`src/rtl/spi_rom_responder.sv`:
```
// SPI mode-0 serial-flash READ responder: oversampled CS/SCLK/MOSI, byte memory read port, MISO stream.
// Latency: last address rise -> mem_rd 1 clk -> holding byte 1 clk; no stalls, since SCLK phases of >=4 clk absorb the fetch.
module spi_rom_responder #(
  parameter int         ADDR_BITS   = 24,
  parameter logic [7:0] READ_CMD    = 8'h03,
  parameter int         SYNC_STAGES = 2
) (
  input  logic                 clk,
  input  logic                 reset_n,
  input  logic                 spi_cs_n,
  input  logic                 spi_sclk,
  input  logic                 spi_mosi,
  output logic                 spi_miso,
  output logic                 spi_miso_oe,
  output logic                 mem_rd,
  output logic [ADDR_BITS-1:0] mem_addr,
  input  logic [7:0]           mem_data,
  output logic                 busy,
  output logic                 bad_cmd
);

  typedef enum logic [2:0] {S_IDLE, S_CMD, S_ADDR, S_DATA, S_IGNORE} state_t;

  logic [SYNC_STAGES-1:0] cs_sync_q, sclk_sync_q, mosi_sync_q;
  logic                   cs_n_s, sclk_s, mosi_s, cs_act;
  logic                   cs_act_q, sclk_dly_q;
  logic                   rise, fall;

  state_t                 state_q, state_d;
  logic [4:0]             bit_cnt_q, bit_cnt_d;
  logic [6:0]             cmd_sr_q, cmd_sr_d;
  logic [22:0]            addr_sr_q, addr_sr_d;
  logic [2:0]             bit_idx_q, bit_idx_d;
  logic [7:0]             out_sr_q, out_sr_d;
  logic [7:0]             hold_q, hold_d;
  logic                   oe_q, oe_d;
  logic                   mem_rd_q, mem_rd_d;
  logic                   rd_dly_q, rd_dly_d;
  logic [ADDR_BITS-1:0]   mem_addr_q, mem_addr_d;
  logic                   bad_cmd_q, bad_cmd_d;
  logic [7:0]             cmd_next;
  logic [23:0]            addr_next;

  // The CS synchroniser resets to "selected" and cs_act_q to 1, so a CS that is
  // already low when reset is released never looks like a transaction start.
  always_ff @(posedge clk or negedge reset_n) begin
    if (!reset_n) begin
      cs_sync_q   <= '0;
      sclk_sync_q <= '0;
      mosi_sync_q <= '0;
      cs_act_q    <= 1'b1;
      sclk_dly_q  <= 1'b0;
    end else begin
      cs_sync_q   <= {cs_sync_q[SYNC_STAGES-2:0], spi_cs_n};
      sclk_sync_q <= {sclk_sync_q[SYNC_STAGES-2:0], spi_sclk};
      mosi_sync_q <= {mosi_sync_q[SYNC_STAGES-2:0], spi_mosi};
      cs_act_q    <= cs_act;
      sclk_dly_q  <= sclk_s;
    end
  end

  assign cs_n_s = cs_sync_q[SYNC_STAGES-1];
  assign sclk_s = sclk_sync_q[SYNC_STAGES-1];
  assign mosi_s = mosi_sync_q[SYNC_STAGES-1];
  assign cs_act = ~cs_n_s;
  assign rise   = sclk_s & ~sclk_dly_q;
  assign fall   = ~sclk_s & sclk_dly_q;

  always_ff @(posedge clk or negedge reset_n) begin
    if (!reset_n) begin
      state_q    <= S_IDLE;
      bit_cnt_q  <= '0;
      cmd_sr_q   <= '0;
      addr_sr_q  <= '0;
      bit_idx_q  <= '0;
      out_sr_q   <= '0;
      hold_q     <= '0;
      oe_q       <= 1'b0;
      mem_rd_q   <= 1'b0;
      rd_dly_q   <= 1'b0;
      mem_addr_q <= '0;
      bad_cmd_q  <= 1'b0;
    end else begin
      state_q    <= state_d;
      bit_cnt_q  <= bit_cnt_d;
      cmd_sr_q   <= cmd_sr_d;
      addr_sr_q  <= addr_sr_d;
      bit_idx_q  <= bit_idx_d;
      out_sr_q   <= out_sr_d;
      hold_q     <= hold_d;
      oe_q       <= oe_d;
      mem_rd_q   <= mem_rd_d;
      rd_dly_q   <= rd_dly_d;
      mem_addr_q <= mem_addr_d;
      bad_cmd_q  <= bad_cmd_d;
    end
  end

  always_comb begin
    state_d    = state_q;
    bit_cnt_d  = bit_cnt_q;
    cmd_sr_d   = cmd_sr_q;
    addr_sr_d  = addr_sr_q;
    bit_idx_d  = bit_idx_q;
    out_sr_d   = out_sr_q;
    oe_d       = oe_q;
    mem_rd_d   = 1'b0;
    rd_dly_d   = mem_rd_q;
    mem_addr_d = mem_addr_q;
    bad_cmd_d  = 1'b0;
    hold_d     = rd_dly_q ? mem_data : hold_q;
    cmd_next   = {cmd_sr_q, mosi_s};
    addr_next  = {addr_sr_q, mosi_s};

    if (!cs_act) begin
      // Deselect aborts everything, including a fetch that is still in flight.
      state_d   = S_IDLE;
      bit_cnt_d = '0;
      bit_idx_d = '0;
      out_sr_d  = '0;
      oe_d      = 1'b0;
      rd_dly_d  = 1'b0;
    end else begin
      case (state_q)
        S_IDLE: begin
          if (!cs_act_q) begin
            state_d   = S_CMD;
            bit_cnt_d = '0;
          end
        end
        S_CMD: begin
          if (rise) begin
            cmd_sr_d  = cmd_next[6:0];
            bit_cnt_d = bit_cnt_q + 5'd1;
            if (bit_cnt_q == 5'd7) begin
              bit_cnt_d = '0;
              if (cmd_next == READ_CMD) begin
                state_d = S_ADDR;
              end else begin
                bad_cmd_d = 1'b1;
                state_d   = S_IGNORE;
              end
            end
          end
        end
        S_ADDR: begin
          if (rise) begin
            addr_sr_d = addr_next[22:0];
            bit_cnt_d = bit_cnt_q + 5'd1;
            if (bit_cnt_q == 5'd23) begin
              bit_cnt_d  = '0;
              bit_idx_d  = '0;
              state_d    = S_DATA;
              mem_rd_d   = 1'b1;
              mem_addr_d = addr_next[ADDR_BITS-1:0];
            end
          end
        end
        S_DATA: begin
          if (fall) begin
            oe_d      = 1'b1;
            bit_idx_d = bit_idx_q + 3'd1;
            out_sr_d  = (bit_idx_q == 3'd0) ? hold_q : {out_sr_q[6:0], 1'b0};
            // Bit 0 is now on the wire: prefetch the next byte well before its first fall.
            if (bit_idx_q == 3'd7) begin
              mem_rd_d   = 1'b1;
              mem_addr_d = mem_addr_q + ADDR_BITS'(1);
            end
          end
        end
        S_IGNORE: begin
          oe_d = 1'b0;
        end
        default: state_d = S_IDLE;
      endcase
    end
  end

  assign spi_miso    = oe_q & out_sr_q[7];
  assign spi_miso_oe = oe_q;
  assign mem_rd      = mem_rd_q;
  assign mem_addr    = mem_addr_q;
  assign busy        = (state_q != S_IDLE);
  assign bad_cmd     = bad_cmd_q;

endmodule
```
`config.mk`:
```
export PLATFORM = sky130hd
export DESIGN_NAME = spi_rom_responder
export DESIGN_NICKNAME = d
export VERILOG_FILES = /design/src/rtl/spi_rom_responder.sv
export SDC_FILE = /design/constraint.sdc
export NUM_CORES = 1
export LEC_CHECK = 0
export ABC_AREA = 1
export CORE_MARGIN = 2
export CORE_UTILIZATION = 60
export DETAILED_ROUTE_END_ITERATION = 16
export DONT_BUFFER_PORTS = 1
export HOLD_SLACK_MARGIN = 0.03
export PLACE_DENSITY = 0.73
export SLEW_MARGIN = 20
export SYNTH_ARGS = -nofsm -noshare
export SYNTH_HDL_FRONTEND = slang
export SYNTH_SLANG_ARGS = --single-unit
export TNS_END_PERCENT = 1
```
`constraint.sdc`:
```
create_clock -name clk -period 4.8 [get_ports clk]
set_input_delay 0.72 -clock clk [delete_from_list [all_inputs] [get_ports clk]]
set_output_delay 0.72 -clock clk [all_outputs]
set_load 0.02 [all_outputs]
```
# Yosys cells after proc, flatten, opt, wreduce, memory -nomap -nowiden
# Cells that the tools add are included.
# totals
register_bits	93
in_bits	13
out_inout_bits	29
word_cells	107
# classes
n_reduce_logical	18
n_eq_ne	19
muxes	44
n_bitwise	6
add_sub_neg	3
# op_table
op	count
two-way mux 24 bit	4
case mux 24 bit (2 select lines)	1
two-way mux 3 bit	11
two-way mux 8 bit	4
two-way mux 5 bit	6
adder 24 x 1 -> 24 bit, second input constant	1
!= test 3 bit, second input constant	6
case mux 5 bit (3 select lines)	1
two-way mux 1 bit	13
case mux 3 bit (4 select lines)	1
AND reduction 6 bit	2
nonzero test 3 bit	3
equality test 8 x 2 -> 1 bit, second input constant	1
!= test 2 bit, second input constant	4
AND reduction 4 bit	2
equality test 3 x 2 -> 1 bit, second input constant	2
equality test 3 bit, second input constant	2
logical NOT 3 bit	2
case mux 3 bit (2 select lines)	1
AND reduction 3 bit	2
nonzero test 2 bit	3
adder 5 x 1 -> 5 bit, second input constant	1
equality test 5 x 3 -> 1 bit, second input constant	1
equality test 5 bit, second input constant	1
other kinds (9)	15

# Longest topological paths before layout
# Gate-level depths: netlist of the first run.
# depth
word_depth	6
mapped_depth	11
ltp_nobuf	10

# Least setup slack after synthesis of the first run
# Ideal clock, no wire load.
# synth_timing
kind	flip-flop to flip-flop
from	register mem_addr_q[0] (netlist: mem_addr[0])
to	register mem_addr_q[22] (netlist: mem_addr[22])
period_less_slack_ps	1744
required_time_ps	4683
setup_time_ps	117
t_arrival_ps	1628
setup_slack_ps	3056
path_stages_with_launch	11
path_buffers	0
path_cell_list	dfrtp_1 -> ha_1 -> nand2_1 -> nor2_1 -> nand2_1 -> nor2_1 -> nand2_1 -> nand2_1 -> nand3_1 -> nand2_1 -> nand2_1
# synth_via
elab_chain_cells	4
# synth_rtl
element	line	text
start: declaration	39	logic [ADDR_BITS-1:0] mem_addr_q, mem_addr_d;
start signal: assignment	94	mem_addr_q <= mem_addr_d;
adder 24 x 1 -> 24 bit	167	mem_addr_d = mem_addr_q + ADDR_BITS'(1);
two-way mux 24 bit	165	if (bit_idx_q == 3'd7) begin
two-way mux 24 bit	160	if (fall) begin
case mux 24 bit (2 select lines)	124	case (state_q)
# Every way passes these cells. The select of a mux whose other input is x is not followed.
# A chain may end at the register's enable or synchronous reset.

# Final worst setup path of the first run
# layout_timing
from	register state_q[1]
to	register mem_addr_q[12] (netlist: mem_addr[12])
# layout_via
elab_chain_cells	3
word_cells_on_any_way	9
classes_between	eq/ne: 6; mux: 1; reduce/logical: 2
# layout_rtl
element	line	text
start: declaration	29	state_t state_q, state_d;
start signal: assignment	84	state_q <= state_d;
equality test 3 x 2 -> 1 bit	124	
!= test 2 bit (no line) / nonzero test 2 bit (equally long branches)	-	
AND reduction 6 bit (no line)	-	
# Parallel ways exist; a longest one is shown, timed or not.

==> impl_metrics.ini, run 1 <==
[outcome]
status = complete, no violations

[timing]
period_share_pct = 58.8
rsz0062_at_grt = false
clock.fmax_mhz = 354
hold_viol = 0
slew_headroom_pct = 26.3
fin_skew_ps = 15.6
slew_viol_final = 0
tns_ps = 0
holdWs_ps = 52.1
worst_pin_slew_ps = 1100
finalSetupViolations = 0
fin_crit_ps = 2820

[detailed_routing]
vias = 3864
ant_nets = 0
drt-total-wl_um = 9920
drtPass1Iterations = 5
detail_route.vias_per_cell = 5.31
drtIter0Drc = 204
wl_per_cell_um = 13.6
drc_errors = 0

[logic_synthesis]
synth_most_common_cell = nand2_1
netlist_instances = 626
yosys_warnings = 0
synth_seq_cells = 93
synthMuxAreaShare_pct = 1.67
ys.flop_type = dfrtp_1
avgSynthCellArea_um2 = 7.54
synth_compound_area_share_pct = 8.77
synth_cell_types = 28
async_reset_ff_share_pct = 100
synth_area_mm2 = 0.00472
netlist_top_cells_area = dfrtp_1, nand2_1, nor2_1, nand3_1, o21ai_0
synth-xor-area-share_pct = 0.928
synthTopCellsByCount = nand2_1, dfrtp_1, nor2_1
yosysTopAreaCellShare_pct = 48.8
synth_top_cell_by_area = dfrtp_1
synth_top_family_by_area = simple AND/OR/NAND/NOR gates
synth-edff-count = 0
synth_fa_ha_area_share_pct = 1.33
syn_nets = 644
yosysSeqAreaShare_pct = 49.3
yosys.area_share.simple_pct = 30.6

[floorplan]
die_w_um = 92.7
core_mm2 = 0.00769
dieArea_mm2 = 0.00859
pin_count = 42
start_util_pct = 61.4
die_h_um = 92.7
rows = 32

[clock_network]
cts_tree = done
clk_pin_slew_ps = 100
cts_buffer_depth = 2
cts_buffers = 9
htree_levels = 3
worstSkewPairLatency_ps = 360
post_cts_buffers = 0
cts_root_buffer = clkbuf_8
cts.sinks = 93

[placement]
io_buffers = 0
dp_hpwl_um = 6910
place_congestion = 0.843

[power]
power_leakage_uw = 0.00230
fin_total_pwr_uw = 1730
ir_drop_uv = 228
cellPowerDensity_mw_per_mm2 = 348

[final_layout]
layout-drive-gt1-share_pct = 6.08
multi_input_area_mm2 = 0.00205
fillers = 704
area_delta_synth_final_pct = 5.22
num-nets-final = 638
antenna_cells = 0
area.sequential_mm2 = 0.00233

[min_path]
hold_path_class = in2async

[worst_setup_path]
r2r-end = mem_addr[12]
reg2reg_setup_slack_ps = 1980
crit_type = reg2reg
arrival_ps = 3050
cp_common_cell = nand2_1
cp_max_fo = 38
crit_chain = nand2_2 > nor2_2 > buf_4 > nand2_1 > inv_1 > nor2_1 > nand2_1 > inv_2 > nand3_1 > nand2_1
rr_worst_depth = 10
critPathTopFamily = simple AND/OR/NAND/NOR gates
cp-start-kind = flop
critical-path-max-stage-delay_ps = 790
critical_path.endpoint_type = flop
cp_data_required_time_ps = 5030
r2r_start = state_q[1]
crit_slowest_cell = nand2_1
critPathBufInv = 3

[grt]
grt_pass1_wl_um = 17200
grt.total_usage_pct = 24.8
use_met3_pct = 6.10
grt_busiest_layer = met2
grtUsageMet2_pct = 40.4
antenna_found_initial = 0
grt_max_degree = 94
first_global_vias = 3788
grt_overflow_total = 0
grt_use_met1_pct = 34.1

[run]
max_cap_viol_count = 0
where the power goes:
group	switching (uW)	internal, uW
combinational	199	95.1
sequential	68.5	876
clock	284	206
registers in the layout, indices dropped and copies added (netlist names):
signal       flops
addr_sr_q       23
bad_cmd          1
bit_cnt_q        5
bit_idx_q        3
cmd_sr_q         7
cs_act_q         1
cs_sync_q        2
hold_q           8
mem_addr        24
mem_rd           1
mosi_sync_q      2
out_sr_q         8
rd_dly_q         1
sclk_dly_q       1
sclk_sync_q      2
spi_miso_oe      1
state_q          3
stage by stage:
stage	instance area [um^2]	cells	setup WS (ps)	utilization (%)
after global routing	4970	727	1780	64.6
after detailed placement	4760	710	2020	62.0
final	4970	727	1980	64.6
after floorplan	4720	626	3060	-
after global placement	4760	710	2130	62.0
after CTS	4940	726	1990	64.3
metal layers:
| layer | part of all wire, % | wire (um) |
|---|---|---|
| met1 | 46 | 4600 |
| met2 | 46 | 4570 |
| met3 | 6.9 | 687 |
| met4 | 0.55 | 55 |
| met5 | 0 | 0 |
cell usage in the layout, fill, tap and decap left out:
cell	Yosys	layout
dfstp_2	1	1
o211ai_1	8	8
inv_2	3	3
nand3_1	50	50
nor2_2	3	3
xor2_1	3	3
nand4_1	5	5
nand2_1	204	203
or2_2	2	2
nor2_1	77	77
mux2_2	7	7
o21a_1	1	1
ha_1	5	5
buf_12	0	1
nor3_2	1	1
and2_1	1	1
o21ai_0	50	50
o21ai_4	1	1
nor3_1	5	5
xnor2_1	2	2
inv_1	65	65
buf_4	1	1
clkinvlp_4	0	1
inv_6	0	2
nand2_2	1	2
clkinv_4	0	1
clkbuf_8	0	10
clkinv_2	0	2
a21oi_1	16	16
nand3b_1	4	4
dfrtp_1	92	92
area by class of cell:
class                           instances  area share (%)
Tap cell                              102            2.57
Clock inverter                          6           0.882
Clock buffer                           10            2.77
Sequential cell                        93            46.9
Timing Repair Buffer                    2           0.554
Multi-Input combinational cell        446            41.2
Inverter                               68            5.14
repair_timing:
item                      CTS  global route
hold endpoints to repair    0            38
gates resized for setup     0             0
hold buffers                0             1
worst max-delay path by stage:
stage	to	depth (start not counted)	slack, ps	from
floorplan	mem_addr[22]	10	3060	mem_addr[0]
global placement	mem_addr[12]	10	2130	state_q[1]
detailed placement	mem_addr[3]	9	2020	state_q[1]
CTS	mem_addr[12]	10	1990	state_q[1]
global route	mem_addr[4]	10	1780	state_q[1]
finish	mem_addr[12]	10	1980	state_q[1]
cells by family (layout without fill, tap and decap cells):
family | after synthesis | count (layout)
AO/OA/AOI/OAI | 76 | 76
XOR/XNOR | 5 | 5
adder cells (fa/ha/maj) | 5 | 5
buffers and inverters | 87 | 86
flip-flops | 93 | 93
multiplexers | 7 | 7
AND/OR/NAND/NOR | 353 | 353
Power figures use the tool's default switching activity.
==> run 2: changes to the inputs <==
==> constraint.sdc (replaced) <==
create_clock -name clk -period 2.7 [get_ports clk]
set_input_delay 0.405 -clock clk [delete_from_list [all_inputs] [get_ports clk]]
set_output_delay 0.405 -clock clk [all_outputs]
set_load 0.02 [all_outputs]
==> run 2 against run 1 <==
  * Clock power grew 87%
  * Final cell count increased by 0.96%
  * Clock-buffer cell count stayed put
  * Sequential power is 77% higher
  * Setup slack worse by 1400 ps
  * Hold slack better by 12 ps
  * Clock skew down 4.0 ps
  * Die area is the same
  * Critical path depth unchanged
  * Wire length is 1.5% lower
  * Total power grew 81%
  * Fmax rose by 32%
  * Largest cell class unchanged
==> impl_metrics.ini, run 2 (synthesized netlist as in run 1, its figures left out) <==
[grt]
grt.total_usage_pct = 24.9
grt_pass1_wl_um = 16900
first_global_vias = 3651
antenna_found_initial = 0
grt_overflow_total = 0
grt_max_degree = 94

[detailed_routing]
top_layer_used = met4
wl_met1_um = 4720
detail_route.vias_per_cell = 5.34
drtIter0Drc = 294
drtPass1Iterations = 5
met2_length_um = 4280
vias = 3921
wl_per_cell_um = 13.3
ant_nets = 0
drc_errors = 0
met3_length_um = 625
drt-total-wl_um = 9770

[timing]
layout_setup_ws_ps = 568
fin_crit_ps = 2130
period_share_pct = 79.0
clock.fmax_mhz = 469
fin_skew_ps = 11.5
slew_headroom_pct = 48.9
finalSetupViolations = 0
worst_pin_slew_ps = 764
tns_ps = 0
slew_viol_final = 0
hold_viol = 0
rsz0062_at_grt = false

[clock_network]
cts_buffers = 9
clk_pin_slew_ps = 100
cts_root_buffer = clkbuf_8
cts_buffer_depth = 2
cts_tree = done
worstSkewPairLatency_ps = 370
cts.sinks = 93
htree_levels = 3
ctsResizeCount = 0

[power]
clkPwrFrac_pct = 29.2
switching_power_uw = 1020
power_frac_seq_pct = 53.6
cellPowerDensity_mw_per_mm2 = 620
p_int_uw = 2100
power_leakage_uw = 0.00233
pwr-share-comb_pct = 17.3
swShare_pct = 32.7
ir_drop_uv = 355
fin_total_pwr_uw = 3130

[outcome]
status = complete, no violations

[floorplan]
rows = 32
pin_count = 42
die_h_um = 92.7
die_w_um = 92.7
dieArea_mm2 = 0.00859
core_mm2 = 0.00769
start_util_pct = 61.4

[worst_setup_path]
rr_worst_depth = 10
r2r-end = mem_addr[22]
crit_type = reg2reg
cp_data_required_time_ps = 2970
arrival_ps = 2400
crit_start = mem_addr[0]
r2r_start = mem_addr[0]
cp-start-kind = flop
cp_max_fo = 7
reg2reg_setup_slack_ps = 570
critical_path.endpoint_type = flop

[min_path]
hold_path_depth = 0
min-delay-start = spi_mosi
worst_hold_path.endpoint = mosi_sync_q[0]
hold_path_class = in2reg

[final_layout]
area_delta_synth_final_pct = 6.81
layout-drive-gt1-share_pct = 6.65
antenna_cells = 0
final_common_cell = nand2_1
stdcell_area_mm2 = 0.00504
num-nets-final = 645
final_cell_mix = nand2_1, dfrtp_1, nor2_1, inv_1
largest_register_ffs = 24
fillers = 659

[placement]
dp_hpwl_um = 6810
post-place-ws_ps = 584
io_buffers = 0
place_congestion = 0.863
placed_area_mm2 = 0.00480

[run]
max_cap_viol_count = 0
[run 2: cell types whose count changed in the layout (fill, tap and decap cells not counted), sizes merged]
cell         delta
clkinvlp        +2
dlygate4sd3     +2
clkinv          -2
buf             +5
[run 2: repair_timing]
| action | CTS | global route |
|---|---|---|
| hold buffers | 2 | 1 |
| endpoints found under the setup margin | 0 | 0 |
| hold endpoints to repair | 93 | 1 |
| buffers inserted | 0 | 0 |
[run 2: worst max-delay path by stage]
stage	to	slack [ps]	cells after the start
2_1_floorplan	mem_addr[22]	960	10
3_3_place_gp	mem_addr[22]	650	10
3_5_place_dp	mem_addr[22]	580	10
4_1_cts	mem_addr[22]	570	10
5_1_grt	mem_addr[18]	310	10
6_report	mem_addr[22]	570	10
[run 2: critical path, cell delays in order, from the launching register on]
cell and delay (ps):
dfrtp_1 570, ha_1 230, nand2_1 110, nor2_1 400
nand2_1 200, nor2_1 230, nand2_1 70, nand2_1 60
nand3_1 60, nand2_1 70, nand2_1 50
[run 2: power by group through the flow]
| stage | clock (uW) | combinational (uW) | sequential (uW) |
|---|---|---|---|
| 2_1_floorplan | 0 | 412 | 1670 |
| 3_3_place_gp | 0 | 490 | 1700 |
| 3_5_place_dp | 0 | 500 | 1700 |
| 4_1_cts | 926 | 538 | 1670 |
| 5_1_grt | 983 | 629 | 1700 |
| 6_report | 912 | 540 | 1670 |
[run 2: through the flow]
| stage | cells | hold WS [ps] | util, % |
|---|---|---|---|
| after floorplan | 626 | 109 | - |
| after global placement | 715 | 111 | 62.5 |
| after detailed placement | 715 | 111 | 62.5 |
| after CTS | 733 | 41.8 | 65.5 |
| after global routing | 734 | 37.2 | 65.6 |
| final | 734 | 63.7 | 65.6 |
[run 2: metal layers]
metal / track usage (%) / vias up
li1: - / 1981
met2: 37.8 / 103
met1: 36.0 / 1823
met3: 5.61 / 14
met5: 0 / -
met4: 7.72 / 0
[run 2: area by class of cell]
cell class	count	area (um^2)	area share [%]
flip-flops and latches	93	2330	46.2
multi-input cells	446	2040	40.5
inverters	68	255	5.06
clock buffers	10	138	2.73
well taps	102	128	2.53
repair buffers	9	92.6	1.84
clock inverters	6	56.3	1.12
==> run 3: changes to the inputs <==
--- a/config.mk
+++ b/config.mk
@@ -7,11 +7,11 @@
 export LEC_CHECK = 0
 export ABC_AREA = 1
 export CORE_MARGIN = 2
-export CORE_UTILIZATION = 60
+export CORE_UTILIZATION = 57
 export DETAILED_ROUTE_END_ITERATION = 16
 export DONT_BUFFER_PORTS = 1
 export HOLD_SLACK_MARGIN = 0.03
-export PLACE_DENSITY = 0.73
+export PLACE_DENSITY = 0.72
 export SLEW_MARGIN = 20
 export SYNTH_ARGS = -nofsm -noshare
 export SYNTH_HDL_FRONTEND = slang
==> constraint.sdc (replaced) <==
create_clock -name clk -period 1.8 [get_ports clk]
set_input_delay 0.27 -clock clk [delete_from_list [all_inputs] [get_ports clk]]
set_output_delay 0.27 -clock clk [all_outputs]
set_load 0.02 [all_outputs]
==> run 3 against run 2 <==
  * The flow now finishes with violations (negative hold slack)
  * Highest routed layer unchanged
  * Clock-buffer cell count did not move
  * Clock skew rose by 5.6 ps
  * First-iteration DRC count shrank 24%
  * Wire length is 0.15% lower
  * Die area is 5.0% higher
  * Sequential share of layout area shrank 2.1 points
  * Hold slack got worse by 490 ps
  * Largest power group unchanged
  * Fmax up 31%
==> impl_metrics.ini, run 3 (synthesized netlist as in run 1, its figures left out) <==
[clock_network]
worstSkewPairLatency_ps = 370
hold_buffers = 9
clk_pin_slew_ps = 100
cts_root_buffer = clkbuf_8
post_cts_buffers = 0
cts.sinks = 93
cts_tree = done
cts_buffers = 9
cts_buffer_depth = 2
htree_levels = 3

[grt]
first_global_vias = 3663
grt_max_degree = 94
grt_pass1_wl_um = 16700
antenna_found_initial = 0
grt_overflow_total = 0
grt.total_usage_pct = 23.6

[detailed_routing]
vias = 3956
top_layer_used = met4
drtIter0Drc = 224
drc_errors = 0
wl_met1_um = 4820
drtPass1Iterations = 4
met2_length_um = 4400
met3_length_um = 420
drt-total-wl_um = 9760
ant_nets = 0
wl_per_cell_um = 12.7
detail_route.vias_per_cell = 5.16

[floorplan]
start_util_pct = 58.0
die_w_um = 95.0
rows = 33
core_mm2 = 0.00813
pin_count = 42
die_h_um = 95.0
dieArea_mm2 = 0.00903

[power]
power_leakage_uw = 0.00247
cellPowerDensity_mw_per_mm2 = 876
ir_drop_uv = 556

[timing]
slew_viol_final = 0
hold_viol = 93
fin_crit_ps = 1620
period_share_pct = 90.1
holdWs_ps = -423
slew_headroom_pct = 72.1
tns_ps = 0
rsz0062_at_grt = false
clock.fmax_mhz = 617
fin_skew_ps = 17.2
finalSetupViolations = 0
worst_pin_slew_ps = 419

[placement]
io_buffers = 0
placed_area_mm2 = 0.00500
place_congestion = 0.822
dp_hpwl_um = 6820

[final_layout]
num-nets-final = 674
area_delta_synth_final_pct = 11.8
largest_register_ffs = 24
stdcell_area_mm2 = 0.00528
final_cell_mix = nand2_1, dfrtp_1, nor2_1, inv_1, o21ai_0
layout-drive-gt1-share_pct = 9.98
final_common_cell = nand2_1
antenna_cells = 0

[worst_setup_path]
crit_slowest_cell = dfrtp_1
cp-start-kind = flop
critical_path.endpoint_type = flop
crit_type = reg2reg
critical-path-max-stage-delay_ps = 370
cp_data_required_time_ps = 2060
cp_max_fo = 5
arrival_ps = 1880
cp_common_cell = nand2_1
crit_chain = buf_4 > nand2_1 > nor2_1 > nand2_1 > nor2_2 > nand2_1 > nand2_1 > nand3_1 > nand2_1 > nand2_1

[run]
max_cap_viol_count = 0

[outcome]
violations = negative hold slack
status = finished, violations left

[min_path]
hold_path_class = in2async
run 3: cell types whose count changed in the layout (fill, tap and decap cells not counted), sizes merged:
| cell | change |
|---|---|
| buf | +22 |
| dlygate4sd3 | +7 |
run 3: layout make-up:
cell class                 count  area (um^2)
tap                          105          131
fill                         679         2860
timing repair buffer          38          333
multi-input combinational    446         2050
sequential                    93         2330
clock buffer                  10          128
inverter                      68          255
clock inverter                 6         47.5
run 3: through the flow:
stage	setup slack (ps)	std cells	power, uW	util (%)	hold WS [ps]
after global placement	200	741	3320	61.5	-23.6
after CTS	124	766	4650	64.8	-431
final	178	766	4620	64.9	-423
after global routing	2.11	766	4900	64.9	-437
after floorplan	55.9	626	3130	-	-25.6
after detailed placement	131	741	3360	61.5	-23.6
run 3: per-layer routing:
metal | vias to the layer above | global-route usage, %
met1 | 1838 | 33.4
li1 | 2033 | -
met5 | - | 0
met4 | 0 | 6.88
met3 | 9 | 4.63
met2 | 76 | 37.0
run 3: worst paths after layout:
path                                startpoint              to  slack, ps  cells after the start
worst max-delay path               mem_addr[0]    mem_addr[19]        180                     10
worst min-delay path                   reset_n       hold_q[4]       -420                      0
worst max register to register     mem_addr[0]    mem_addr[19]        180                     10
worst min register to register  sclk_sync_q[0]  sclk_sync_q[1]        350                      0
max in group asynchronous              reset_n        cs_act_q       2010                      0
min in group clk                   mem_data[0]       hold_q[0]         50                      1
run 3: report_power, final:
group | switching [uW] | leakage (uW) | internal, uW
logic | 545 | 0.00118 | 301
registers | 154 | 0.00122 | 2340
clock network | 772 | 0.0000808 | 515
run 3: timing repair:
item / CTS / global route
resized for setup: 0 / 3
hold endpoints to repair: 102 / 93
endpoints found under the setup margin: 0 / 19
run 3: critical path: cells and delay by family, from the launching register on:
| family | cells | cell delay (ps) |
|---|---|---|
| simple gates | 9 | 970 |
| flops | 1 | 370 |
| buf+inv | 1 | 180 |
